`src/rtl/grid_ram.sv`:
```
// Dual-read-port cell memory for the snake playfield, addressed as {y, x}.
// A built-in sweep fills every cell with CLEAR_VAL after reset or on a clear request.
//
//   state | meaning
//   IDLE  | normal operation, game-port writes accepted
//   CLEAR | sweep writes CLEAR_VAL to clr_addr each cycle, game writes dropped
module grid_ram #(
    parameter int                 X_BITS    = 4,
    parameter int                 Y_BITS    = 4,
    parameter int                 DATA_W    = 4,
    parameter logic [DATA_W-1:0]  CLEAR_VAL = '0
) (
    input  logic              clk_i,
    input  logic              rst_n_i,
    input  logic              clear_i,
    output logic              busy_o,
    input  logic              write_en_i,
    input  logic [X_BITS-1:0] wr_x_i,
    input  logic [Y_BITS-1:0] wr_y_i,
    input  logic [DATA_W-1:0] wr_data_i,
    input  logic [X_BITS-1:0] rd_x_i,
    input  logic [Y_BITS-1:0] rd_y_i,
    output logic [DATA_W-1:0] rd_data_o,
    input  logic [X_BITS-1:0] vga_x_i,
    input  logic [Y_BITS-1:0] vga_y_i,
    output logic [DATA_W-1:0] vga_data_o
);
    localparam int A_W = X_BITS + Y_BITS;
    localparam int N   = 1 << A_W;
    localparam logic [A_W-1:0] LAST_ADDR = '1;

    typedef enum logic {IDLE = 1'b0, CLEAR = 1'b1} state_e;

    state_e            state_q, state_d;
    logic [A_W-1:0]    clr_addr_q, clr_addr_d;
    logic [DATA_W-1:0] mem_q [N];
    logic [DATA_W-1:0] rd_data_q, vga_data_q;

    logic              sweep;
    logic              mem_we;
    logic [A_W-1:0]    mem_waddr;
    logic [DATA_W-1:0] mem_wdata;

    always_ff @(posedge clk_i or negedge rst_n_i) begin
        if (!rst_n_i) begin
            state_q    <= CLEAR;
            clr_addr_q <= '0;
        end else begin
            state_q    <= state_d;
            clr_addr_q <= clr_addr_d;
        end
    end

    always_comb begin
        state_d    = state_q;
        clr_addr_d = clr_addr_q;
        case (state_q)
            IDLE: begin
                if (clear_i) begin
                    state_d    = CLEAR;
                    clr_addr_d = '0;
                end
            end
            CLEAR: begin
                if (clear_i) begin
                    clr_addr_d = '0;
                end else if (clr_addr_q == LAST_ADDR) begin
                    state_d    = IDLE;
                    clr_addr_d = '0;
                end else begin
                    clr_addr_d = clr_addr_q + 1'b1;
                end
            end
            default: begin
                state_d    = CLEAR;
                clr_addr_d = '0;
            end
        endcase
    end

    // A request cycle already counts as busy, so reads issued in it return CLEAR_VAL too.
    always_comb begin
        sweep     = (state_q == CLEAR) || clear_i;
        mem_we    = 1'b0;
        mem_waddr = {wr_y_i, wr_x_i};
        mem_wdata = wr_data_i;
        case (state_q)
            IDLE: begin
                mem_we = write_en_i && !clear_i;
            end
            CLEAR: begin
                mem_we    = 1'b1;
                mem_waddr = clr_addr_q;
                mem_wdata = CLEAR_VAL;
            end
            default: begin
                mem_we = 1'b0;
            end
        endcase
    end

    always_ff @(posedge clk_i) begin
        if (mem_we) begin
            mem_q[mem_waddr] <= mem_wdata;
        end
    end

    always_ff @(posedge clk_i or negedge rst_n_i) begin
        if (!rst_n_i) begin
            rd_data_q  <= '0;
            vga_data_q <= '0;
        end else begin
            rd_data_q  <= sweep ? CLEAR_VAL : mem_q[{rd_y_i, rd_x_i}];
            vga_data_q <= sweep ? CLEAR_VAL : mem_q[{vga_y_i, vga_x_i}];
        end
    end

    assign busy_o     = sweep;
    assign rd_data_o  = rd_data_q;
    assign vga_data_o = vga_data_q;
endmodule

```
`config.mk`:
```
export PLATFORM = sky130hd
export DESIGN_NAME = grid_ram
export DESIGN_NICKNAME = d
export VERILOG_FILES = /design/src/rtl/grid_ram.sv
export SDC_FILE = /design/constraint.sdc
export NUM_CORES = 1
export LEC_CHECK = 0
export BUFFER_PORTS_ARGS = -buffer_cell sky130_fd_sc_hd__buf_2
export CAP_MARGIN = 20
export CELL_PAD_IN_SITES_DETAIL_PLACEMENT = 2
export CELL_PAD_IN_SITES_GLOBAL_PLACEMENT = 2
export CORE_MARGIN = 1
export CORE_UTILIZATION = 45
export DETAILED_ROUTE_END_ITERATION = 10
export PLACE_DENSITY = 0.83
export SLEW_MARGIN = 40
export SYNTH_ARGS = -nofsm -noshare
export SYNTH_HDL_FRONTEND = slang
export SYNTH_SLANG_ARGS = --single-unit
```
`constraint.sdc`:
```
create_clock -name clk_i -period 8.9 [get_ports clk_i]
set_input_delay 1.78 -clock clk_i [delete_from_list [all_inputs] [get_ports clk_i]]
set_output_delay 1.78 -clock clk_i [all_outputs]
set_load 0.005 [all_outputs]
```
==> insert_results.sql <==
INSERT INTO impl_metrics (metric_group, metric, value, unit) VALUES
('setup_path', 'timing.critical_path.slowest_stage_cell', 'sky130_fd_sc_hd__nor2_1', ''),
('setup_path', 'cp_max_fo', '27', ''),
('global_route', 'pin_count_of_the_biggest_net_entering_global_routing', '143', ''),
('setup_path', 'worst_r2r_path_depth', '4', ''),
('placement', 'routabilityCongestion', '0.933', ''),
('yosys', 'synth_top_flop_cell', 'sky130_fd_sc_hd__edfxtp_1', ''),
('clocking', 'htree_levels', '3', ''),
('run', 'maxCapViolCount', '0', ''),
('clocking', 'post_cts_hold_buffer_count', '0', ''),
('setup_path', 'critPathKind', 'in2reg', ''),
('timing', 'totalNegativeSetupSlack', '0', 'ns'),
('floorplanning', 'die_area', '111000', 'sq um'),
('setup_path', 'critical_path_required', '9.50', 'ns'),
('power', 'max-vdd-ir-drop', '0.160', 'mV'),
('yosys', 'ys_ff_latch', '1041', ''),
('setup_path', 'worstPathBufferInverterCount', '5', ''),
('setup_path', 'regToRegStartpoint', 'state_q$_DFF_PN1_', ''),
('floorplanning', 'ios', '41', ''),
('setup_path', 'crit_path_frequent_cell', 'sky130_fd_sc_hd__buf_4', ''),
('floorplanning', 'die_height', '334', 'um'),
('global_route', 'grt_overflow_total', '0', ''),
('layout', 'layout_common_cells', 'sky130_fd_sc_hd__edfxtp_1, sky130_fd_sc_hd__mux4_2, sky130_fd_sc_hd__nor2_1', ''),
('placement', 'port-buffer-count', '40', ''),
('setup_path', 'endpoint', 'vga_data_o[3]$_DFF_PN0_', ''),
('setup_path', 'worstSetupEndpointType', 'register', ''),
('timing', 'rsz0062_at_grt', 'no', ''),
('detailed_routing', 'detailedRoute.firstIterationViolations', '4887', ''),
('setup_path', 'r2r_end', 'mem_q[228][0]$_DFFE_PP_', ''),
('clocking', 'clock_sinks', '1041', ''),
('layout', 'multi_input_comb_area', '17300', 'sq um'),
('timing', 'period_minus_slack', '4.91', 'ns'),
('global_route', 'grt_pass1_vias', '32954', ''),
('timing', 'hold_violations', '0', ''),
('power', 'swShare', '24.0', '%'),
('yosys', 'synthesis_warning_total', '0', ''),
('layout', 'area_delta_synth_final', '10.7', '%'),
('detailed_routing', 'via_count', '30506', ''),
('timing', 'actual_transition_at_the_worst_max_transition_pin', '0.980', 'ns'),
('yosys', 'synth.avg_cell_area', '18.8', 'sq um'),
('clocking', 'max-clock-path-buffers', '3', ''),
('global_route', 'grt_pass1_wl', '259', 'mm'),
('yosys', 'sequential_element_share_of_the_synthesized_area', '62.9', '%'),
('setup_path', 'reg2reg_slack', '5.09', 'ns'),
('timing', 'max_clock_freq', '204', 'MHz'),
('placement', 'dpl_cell_area', '51100', 'sq um'),
('detailed_routing', 'totalWireLength', '182', 'mm'),
('detailed_routing', 'route.antenna.remaining_nets', '0', ''),
('yosys', 'netlist_area', '49600', 'sq um'),
('setup_path', 'max_stage_delay', '0.66', 'ns'),
('floorplanning', 'chipWidth', '334', 'um'),
('layout', 'sequential_cell_area', '31200', 'sq um'),
('layout', 'design_area', '54900', 'sq um'),
('timing', 'timing.max_slew.rel_slack', '34.4', '%'),
('timing', 'final_min_period_over_clock_period', '55.2', '%'),
('setup_path', 'cp.arrival', '5.51', 'ns'),
('timing', 'finalMaxSlewViolations', '0', ''),
('global_route', 'grt_antenna_before_repair', '14', ''),
('setup_path', 'timing.critical_path.max_delay_family', 'buffers and inverters', ''),
('power', 'pwr-share-seq', '49.0', '%'),
('timing', 'hold-worst-slack', '0.638', 'ns'),
('power', 'power_per_cell_area', '197', 'nW/um^2'),
('detailed_routing', 'avgRoutedWirePerCell', '43.8', 'um'),
('power', 'power_leakage', '17.1', 'nW'),
('yosys', 'synth_edf_count', '1024', ''),
('floorplanning', 'floorplan.initialDensity', '45.5', '%'),
('power', 'power.clock.fraction', '43.5', '%'),
('clocking', 'worst_skew_pair.late_latency', '0.75', 'ns'),
('setup_path', 'cp-startpoint', 'vga_y_i[0]', ''),
('outcome', 'outcome', 'complete, no violations', ''),
('detailed_routing', 'post-route-drc-count', '0', ''),
('layout', 'most_frequent_standard_cell_in_the_layout_excluding_fill_and_tap_cells', 'sky130_fd_sc_hd__edfxtp_1', '');
cell usage after synthesis, drive strengths merged, types with 3 or more instances:
cell / count / share of area [%]
nand3: 32 / 0.32
nor2b: 24 / 0.30
buf: 130 / 2.0
nor4: 8 / 0.10
inv: 15 / 0.11
nand3b: 3 / 0.045
or3: 4 / 0.050
nand2: 88 / 0.67
a2111oi: 5 / 0.091
a21oi: 18 / 0.18
o22ai: 30 / 0.38
dfrtp: 16 / 0.81
nor3: 28 / 0.28
o21ai: 25 / 0.25
edfxtp: 1024 / 62
mux4: 539 / 24
nand4: 7 / 0.088
nor2: 284 / 2.2
o32ai: 13 / 0.23
xnor2: 3 / 0.053
a211o: 3 / 0.053
o2111ai: 8 / 0.14
mux2i: 99 / 2.0
a22o: 32 / 0.57
o221ai: 20 / 0.37
a31oi: 3 / 0.038
mux2: 3 / 0.068
a221oi: 28 / 0.49
nand2b: 11 / 0.14
a32oi: 4 / 0.071
o31ai: 3 / 0.045
a22oi: 12 / 0.18
and2: 4 / 0.050
clkbuf: 82 / 0.62
a211oi: 14 / 0.21
worst register-to-register path, delay by kind of cell, from the launching register on:
kind / cells / cell delay, ns
AND/OR/NAND/NOR: 3 / 1.76
flip-flops: 1 / 0.96
AO/OA/AOI/OAI: 1 / 0.71
worst min-delay path by stage:
stage	slack, ns	end	depth (start not counted)	from
4_1_cts	0.62	clr_addr_q[5]$_DFFE_PN0P_	1	clr_addr_q[5]$_DFFE_PN0P_
3_3_place_gp	0.55	clr_addr_q[5]$_DFFE_PN0P_	1	clr_addr_q[5]$_DFFE_PN0P_
2_1_floorplan	0.51	clr_addr_q[5]$_DFFE_PN0P_	1	clr_addr_q[5]$_DFFE_PN0P_
3_5_place_dp	0.56	clr_addr_q[5]$_DFFE_PN0P_	1	clr_addr_q[5]$_DFFE_PN0P_
5_1_grt	0.68	clr_addr_q[5]$_DFFE_PN0P_	1	clr_addr_q[5]$_DFFE_PN0P_
6_report	0.64	clr_addr_q[5]$_DFFE_PN0P_	1	clr_addr_q[5]$_DFFE_PN0P_
cell type report:
type                            count  share of cell area (%)
Antenna cell                        6                  0.0274
Clock buffer                      138                    5.44
Clock inverter                     73                    1.03
Inverter                           15                   0.105
Multi-Input combinational cell   1372                    31.5
Sequential cell                  1041                    56.8
Tap cell                         1414                    3.22
Timing Repair Buffer              109                    1.89
metal layers:
metal | vias to the layer above | share of wire [%] | global-route usage (%) | routed length (um)
met3 | 640 | 12 | 9.03 | 21800
met5 | - | 0.052 | 0 | 94
met1 | 16138 | 34 | 41.4 | 62500
li1 | 11268 | - | - | -
met4 | 12 | 6.3 | 17.3 | 11600
met2 | 2448 | 47 | 52.8 | 86500
logic make-up after synthesis:
logic type	synth area share [%]
AOI/OAI and AO/OA	3.53
xor gates and xnor gates	0.0530
adders and majority gates	0.0252
buffers and inverters	2.70
DFF	62.9
muxes	26.6
and+or+nand+nor	4.25
power by group through the flow:
| stage | Sequential [W] | Combinational (W) | Clock, W |
|---|---|---|---|
| after CTS | 0.00531 | 0.000784 | 0.00474 |
| final | 0.00531 | 0.000811 | 0.00471 |
| after detailed placement | 0.00542 | 0.000768 | 0 |
| after floorplan | 0.00542 | 0.000514 | 0 |
| after global placement | 0.00542 | 0.000738 | 0 |
| after global routing | 0.00531 | 0.000823 | 0.00488 |
state kept, by name (all words and copies together), names as in the netlist:
signal / count
state_q: 1
rd_data_o: 4
mem_q: 1024
clr_addr_q: 8
vga_data_o: 4
stage by stage:
stage                     total power [W]  instances  setup slack [ns]
after global routing               0.0110       4162              3.96
after detailed placement          0.00619       3944              3.40
after floorplan                   0.00593       2640              2.59
after global placement            0.00615       3943              3.59
after CTS                          0.0108       4155              4.02
final                              0.0108       4168              3.99
No activity file was read; power rests on OpenSTA's default activity.
